==> config.mk <==
export PLATFORM = sky130hd
export DESIGN_NAME = pipeline_hazard_ctrl
export DESIGN_NICKNAME = d
export VERILOG_FILES = /design/src/rtl/pipeline_hazard_ctrl.sv
export SDC_FILE = /design/constraint.sdc
export NUM_CORES = 1
export LEC_CHECK = 0
export ABC_AREA = 1
export CAP_MARGIN = 25
export CORE_UTILIZATION = 47
export CTS_CLUSTER_DIAMETER = 150
export DETAILED_ROUTE_END_ITERATION = 10
export PLACE_DENSITY = 0.83
export SYNTH_ARGS = -nofsm -noshare
export SYNTH_HDL_FRONTEND = slang
export SYNTH_SLANG_ARGS = --single-unit
==> constraint.sdc <==
create_clock -name clock -period 2.5 [get_ports clock]
set_input_delay 0.625 -clock clock [delete_from_list [all_inputs] [get_ports clock]]
set_output_delay 0.625 -clock clock [all_outputs]
set_load 0.01 [all_outputs]
==> src/rtl/pipeline_hazard_ctrl.sv <==
// Hazard/sequencing controller: load-use, branch-flush and mult/div-busy stalls.
// Optional HAZARD_PERF_EN adds stall_cycles/flush_cycles performance counters.
module pipeline_hazard_ctrl #(
   parameter int unsigned FLUSH_CYCLES = 1,
   parameter int unsigned MD_LATENCY   = 32
) (
   input  logic       clock,
   input  logic       reset,
   input  logic [4:0] ID_rs,
   input  logic [4:0] ID_rt,
   input  logic       ID_uses_rt,
   input  logic       ID_md_start,
   input  logic       ID_md_read,
   input  logic       EX_MemRead,
   input  logic [4:0] EX_rt,
   input  logic       EX_branch_taken,
   output logic       PC_Write,
   output logic       IF_ID_Write,
   output logic       IF_ID_clear,
   output logic       ID_EX_clear,
   output logic       md_busy
`ifdef HAZARD_PERF_EN
   ,
   output logic [31:0] stall_cycles,
   output logic [31:0] flush_cycles
`endif
);

   typedef enum logic {RUN, FLUSH} state_t;

   localparam bit         MULTI_FLUSH = (FLUSH_CYCLES > 1);
   localparam logic [2:0] FLUSH_INIT  = 3'(FLUSH_CYCLES - 1);
   localparam logic [5:0] MD_INIT     = 6'(MD_LATENCY);

   state_t     state, state_n;
   logic [2:0] flush_cnt, flush_cnt_n;
   logic [5:0] md_cnt;

   logic lu_hit, md_hit;
   logic flush_now, lu_stall, md_stall, md_accept;

   always_ff @(posedge clock) begin
      if (reset) begin
         state     <= RUN;
         flush_cnt <= '0;
      end else begin
         state     <= state_n;
         flush_cnt <= flush_cnt_n;
      end
   end

   always_comb begin
      state_n     = state;
      flush_cnt_n = flush_cnt;
      unique case (state)
         RUN: begin
            if (EX_branch_taken && MULTI_FLUSH) begin
               state_n     = FLUSH;
               flush_cnt_n = FLUSH_INIT;
            end
         end
         FLUSH: begin
            if (flush_cnt == 3'd1) begin
               state_n     = RUN;
               flush_cnt_n = '0;
            end else begin
               flush_cnt_n = flush_cnt - 3'd1;
            end
         end
         default: begin
            state_n     = RUN;
            flush_cnt_n = '0;
         end
      endcase
   end

   assign md_busy = (md_cnt != '0);

   assign lu_hit = EX_MemRead && (EX_rt != '0) &&
                   ((EX_rt == ID_rs) || (ID_uses_rt && (EX_rt == ID_rt)));
   assign md_hit = md_busy && (ID_md_read || ID_md_start);

   // Mutually exclusive by construction so the priority decoder stays unique.
   assign flush_now = !reset && ((state == FLUSH) || EX_branch_taken);
   assign lu_stall  = !reset && !flush_now && lu_hit;
   assign md_stall  = !reset && !flush_now && !lu_hit && md_hit;
   assign md_accept = !reset && !flush_now && !lu_stall && !md_stall &&
                      ID_md_start;

   always_ff @(posedge clock) begin
      if (reset) begin
         md_cnt <= '0;
      end else if (md_accept) begin
         md_cnt <= MD_INIT;
      end else if (md_cnt != '0) begin
         md_cnt <= md_cnt - 6'd1;
      end
   end

   always_comb begin
      PC_Write    = 1'b1;
      IF_ID_Write = 1'b1;
      IF_ID_clear = 1'b0;
      ID_EX_clear = 1'b0;
      unique case (1'b1)
         reset: begin
            PC_Write    = 1'b0;
            IF_ID_Write = 1'b0;
            IF_ID_clear = 1'b1;
            ID_EX_clear = 1'b1;
         end
         flush_now: begin
            IF_ID_Write = 1'b0;
            IF_ID_clear = 1'b1;
            ID_EX_clear = 1'b1;
         end
         lu_stall, md_stall: begin
            PC_Write    = 1'b0;
            IF_ID_Write = 1'b0;
            ID_EX_clear = 1'b1;
         end
         default: ;
      endcase
   end

`ifdef HAZARD_PERF_EN
   always_ff @(posedge clock) begin
      if (reset) begin
         stall_cycles <= '0;
         flush_cycles <= '0;
      end else begin
         stall_cycles <= stall_cycles + 32'(lu_stall || md_stall);
         flush_cycles <= flush_cycles + 32'(flush_now);
      end
   end
`endif

endmodule
[Word level (Yosys, flattened, before mapping)]
Index checks and enable logic that the tools add are counted.
Word-level totals
  input bits: 22
  logic and storage cells: 46
  output and inout bits: 5
  register bits: 10
Operators by class
  $add $sub $neg: 2
  bitwise gates (word level): 1
  eq/ne operators: 3
  multiplexer cells: 8
  reductions and logical operators: 28
Operators by type and width (number)
  $logic_and A1 B1 Y1: 12
  $mux W6: 2
  $eq A5 B5 Y1: 2
  $reduce_bool A6 Y1: 1
  $reduce_or A2 Y1: 3
  $sub A6 B1 Y6 const B: 1
  $logic_not A1 Y1: 5
  $mux W1: 5
  $reduce_bool A5 Y1: 1
  $reduce_or A4 Y1: 1
  $eq A3 B1 Y1 const B: 1
  $logic_or A1 B1 Y1: 3
  $mux W3: 1
  $reduce_or A3 Y1: 1
  $sub A3 B1 Y3 const B: 1
  $reduce_bool A2 Y1: 1
  $not A1 Y1: 1

[Depth between registers and ports, before layout]
  depth after elaboration: 11
  gate-level depth with buffers: 10
  mapped depth without buffers: 10

[Worst setup path before layout]
Ideal clock, no wire load.
  path kind: input-to-output
  start point: input EX_rt[3]
  end point: output IF_ID_Write
  buffers on the path: 0
  data arrival time: 1.347 ns
  slack: 0.528 ns
  data required time: 1.875 ns
  stages on the path: 7
  path through: inv_1 -> nand4_1 -> o21ai_0 -> inv_1 -> nand2_2 -> nand3_1 -> inv_1
On the way
  cells in the longest elaborated chain, start to end: 9
  elaborated cells on any way between the ends: 13
  classes of those cells: eq/ne (2); mux (1); reduce/logical (10)
RTL lines
  start: declaration: line 15  | input logic [4:0] EX_rt,
  $eq A5 B5 Y1: line 80  | ((EX_rt == ID_rs) || (ID_uses_rt && (EX_rt == ID_rt)));
  $logic_and A1 B1 Y1: line 80
  $logic_or A1 B1 Y1: line 80
  $logic_and A1 B1 Y1 *: line 79  | assign lu_hit = EX_MemRead && (EX_rt != '0) &&
  $logic_not A1 Y1: line 86  | assign md_stall = !reset && !flush_now && !lu_hit && md_hit;
  $logic_and A1 B1 Y1 (2 in a row): line 86
  $reduce_or A4 Y1 (no line) *
  $mux W1 *: line 105  | unique case (1'b1)
  end: declaration: line 18  | output logic IF_ID_Write,
Every way passes the cells marked *; elsewhere a longest branch is shown, timed or not.

[Worst setup path after layout]
  start point: input reset
  end point: output IF_ID_clear
On the way
  cells in the longest elaborated chain, start to end: 4
RTL lines
  start: declaration: line 8  | input logic reset,
  $logic_not A1 Y1: line 84  | assign flush_now = !reset && ((state == FLUSH) || EX_branch_taken);
  $logic_and A1 B1 Y1: line 84
  $reduce_or A2 Y1 (no line) *
  $mux W1 *: line 105
  end: declaration: line 19  | output logic IF_ID_clear,
Marked as above.

==> impl_results.md <==
- Hold Fails Final Rpt: 0
- Initial core utilization: 0.507
- Height of the die: 42.5 um
- Drt first pass iters: 4
- Status: finished, final reports clean
- Startpoint Class: primary input
- GRT Total Usage: 0.220
- Routed WL: around 1700 um
- First-pass GRT wire length: between 2000 and 3000 um
- Max capacitance violation total: 0
- Hold buffers post-CTS: 0
- Synthesis Warnings: 0
- Unrepaired setup endpoints after global routing: false
- Clk_lat worst skew: ~0.28 ns
- Clock transition at path regs: 0.06 ns
- Initial antenna violation count: 0
- Final GP Congestion: approximately 0.86
- Synthesized area per cell: 6.60 um2
- Mapped Area: 772 um2
- Crit path max fanout: 3
- Leak Pwr: ~0.63 nW
- Hold endpoint: flush_cnt[0]
- Clk sinks: 10
- Worst hold path stage count: 1
- Routed WL per cell: 10.2 um
- Post-CTS Setup Bufs: 0
- DIE AREA: 1810 um2
- Fmax achieved: about 0.42 GHz
- Fin crit period: 2.41 ns
- Root Driver: clkbuf_4
- Final Setup Violations: 0
- Die width: ~43 um
- Layout cells sized above 1: 0.232
- Port bufs: 26
- GR Overflow Total: 0
- Pins Over Slew Limit: 0
- Worst Hold Class: reg2reg
- Clk buf depth: 2
- Pin count of the biggest net entering global routing: 9
- Peak supply drop: around 0.47 mV
- Synth Register Bits: 10
- Reg-to-reg slack, setup: 1.11 ns
- Residual DRC: 0
- Count of cell types in the netlist: 23
- CTS tree: yes
- Slew @ Worst Pin: between 0.2 and 0.25 ns
- Worst r2r dst: md_cnt[5]
- Kind of end point of the critical path: output pin
- FP Rows: 14
- Core area: 1520 um2
- Slew margin rel.: 0.835
- PnR Total Power: 899 uW
- Fin Clk Skew: 0.00459 ns
- Register area share after synthesis: 0.259
- Post-detail-place hpwl: ~1400 um
- H-tree Lvls: 1
- Setup tns final: 0 ns
- CTS Buf Count: 3
- PD cells: ~800 nW/um2
- WP data required: around 1.9 ns
- Vias in the first global route: approximately 760
- I/O pins: 27
- Syn nets: between 100 and 150
- Ant diodes: 0
- Antenna Violating Nets Remaining: 0
- Critical path class: in2out
- Arr. time, crit path: roughly 1.8 ns
- Post-Synthesis Cells: 117
- Worst hold path startpoint: flush_cnt[0]
- Period utilisation layout: 0.964
- Fillers: about 130
- # nets final: 179
- Crit Reg-Reg Startpoint: md_cnt[0]
- Area delta synth->final: 46.5%
- Post-DR vias/cell: 4.81
- Iter 0 DRT Violations: 7
- R2R depth: 6
- Vias: around 800
- Worst setup path startpoint: reset
-- cell usage after synthesis --
master,count,share of area
nand2_1,35,0.17
inv_1,20,0.097
dfxtp_1,10,0.26
nor2_1,9,0.044
nor2_2,8,0.065
a21oi_1,5,0.032
ha_1,4,0.065
inv_2,4,0.019
nand3_1,4,0.026
o21ai_0,3,0.019
xnor2_1,2,0.023
xor2_1,2,0.023
a21boi_0,1,0.0097
mux2i_1,1,0.013
nand2_2,1,0.0081
nand2_4,1,0.015
nand3_4,1,0.023
nand4_1,1,0.0081
nand4_4,1,0.028
nor2_4,1,0.015
o21ai_4,1,0.021
o22ai_1,1,0.0081
o31ai_1,1,0.0097
-- worst max path at each step --
stage / slack [ns] / cells past startpoint / endpoint
2_1_floorplan: 0.53 / 7 / IF_ID_Write
3_3_place_gp: -0.40 / 10 / PC_Write
3_5_place_dp: -0.43 / 9 / PC_Write
4_1_cts: 0.05 / 11 / IF_ID_Write
5_1_grt: 0.01 / 10 / PC_Write
6_report: 0.09 / 7 / IF_ID_clear
-- per-stage QoR --
stage | setup WS, ns | hold slack (ns) | utilization | area (um2) | cells
finish | 0.0912 | 0.484 | 0.742 | 1130 | 167
global route | 0.0101 | 0.505 | 0.742 | 1130 | 167
CTS | 0.0502 | 0.487 | 0.718 | 1090 | 167
detailed placement | -0.434 | 0.476 | 0.715 | 1090 | 164
global placement | -0.401 | 0.459 | 0.715 | 1090 | 164
floorplan | 0.528 | 0.444 | - | 772 | 117
-- cell type report --
type / count / area, um2 / area share
Multi-Input combinational cell: 83 / 503 / 0.445
Timing Repair Buffer: 31 / 295 / 0.261
Clock buffer: 3 / 22.5 / 0.0199
Tap cell: 16 / 20.0 / 0.0177
Sequential cell: 10 / 200 / 0.177
Inverter: 24 / 90.1 / 0.0796
-- metal layers --
| metal | part of all wire | routed length (um) | track usage | vias up |
|---|---|---|---|---|
| met3 | 0.053 | 90 | 0.0905 | 5 |
| met4 | 0.016 | 27 | 0.0813 | 0 |
| met5 | 0 | 0 | 0 | - |
| li1 | - | - | - | 427 |
| met1 | 0.43 | 732 | 0.227 | 355 |
| met2 | 0.50 | 847 | 0.394 | 17 |
-- cells by family after synthesis --
group / after synthesis / synth area share
AOI/OAI and AO/OA: 12 / 0.100
xor gates and xnor gates: 4 / 0.0454
adders and majority gates: 4 / 0.0648
buffers and inverters: 24 / 0.117
DFF: 10 / 0.259
muxes: 1 / 0.0130
and+or+nand+nor: 62 / 0.400
-- worst max-delay path, stage by stage --
cell and delay (ns):
clkdlybuf4s50_1 0.42, nor2_1 0.09, inv_1 0.08, nor2_4 0.12
buf_4 0.14, inv_1 0.04, dlygate4sd2_1 0.27
-- registers in the layout (all words and copies together) (netlist names) --
| register | count |
|---|---|
| state | 1 |
| md_cnt | 6 |
| flush_cnt | 3 |
-- what timing repair did --
| item | 4_1_cts | 5_1_grt |
|---|---|---|
| endpoints found under the hold margin | 0 | 0 |
| resized for setup | 22 | 12 |
| pin swaps | 2 | 5 |
| endpoints found under the setup margin | 4 | 4 |
-- cell usage in the layout, fill, tap and decap left out, types with 2 or more instances in the layout --
cell type        Yosys  final
xnor2_1              2      2
nor2_2               8      9
ha_1                 4      4
buf_4                0      5
a21oi_1              5      4
xor2_1               2      2
dlymetal6s2s_1       0      8
nand2_2              1      2
buf_2                0      3
clkbuf_4             0      3
dlygate4sd2_1        0      6
nor2_1               9      7
clkdlybuf4s50_1      0      9
nand2_1             35     34
dfxtp_1             10     10
nor2_4               1      2
nand3_1              4      3
inv_2                4      5
o21ai_0              3      2
inv_1               20     19
-- power by group --
part	total (mW)	internal [mW]	switching (mW)
Combinational	0.534	0.243	0.291
Clock	0.114	0.0559	0.0586
Sequential	0.250	0.207	0.0436
Total	0.899	0.506	0.393
Note: power is estimated with default switching activity, not from simulation.
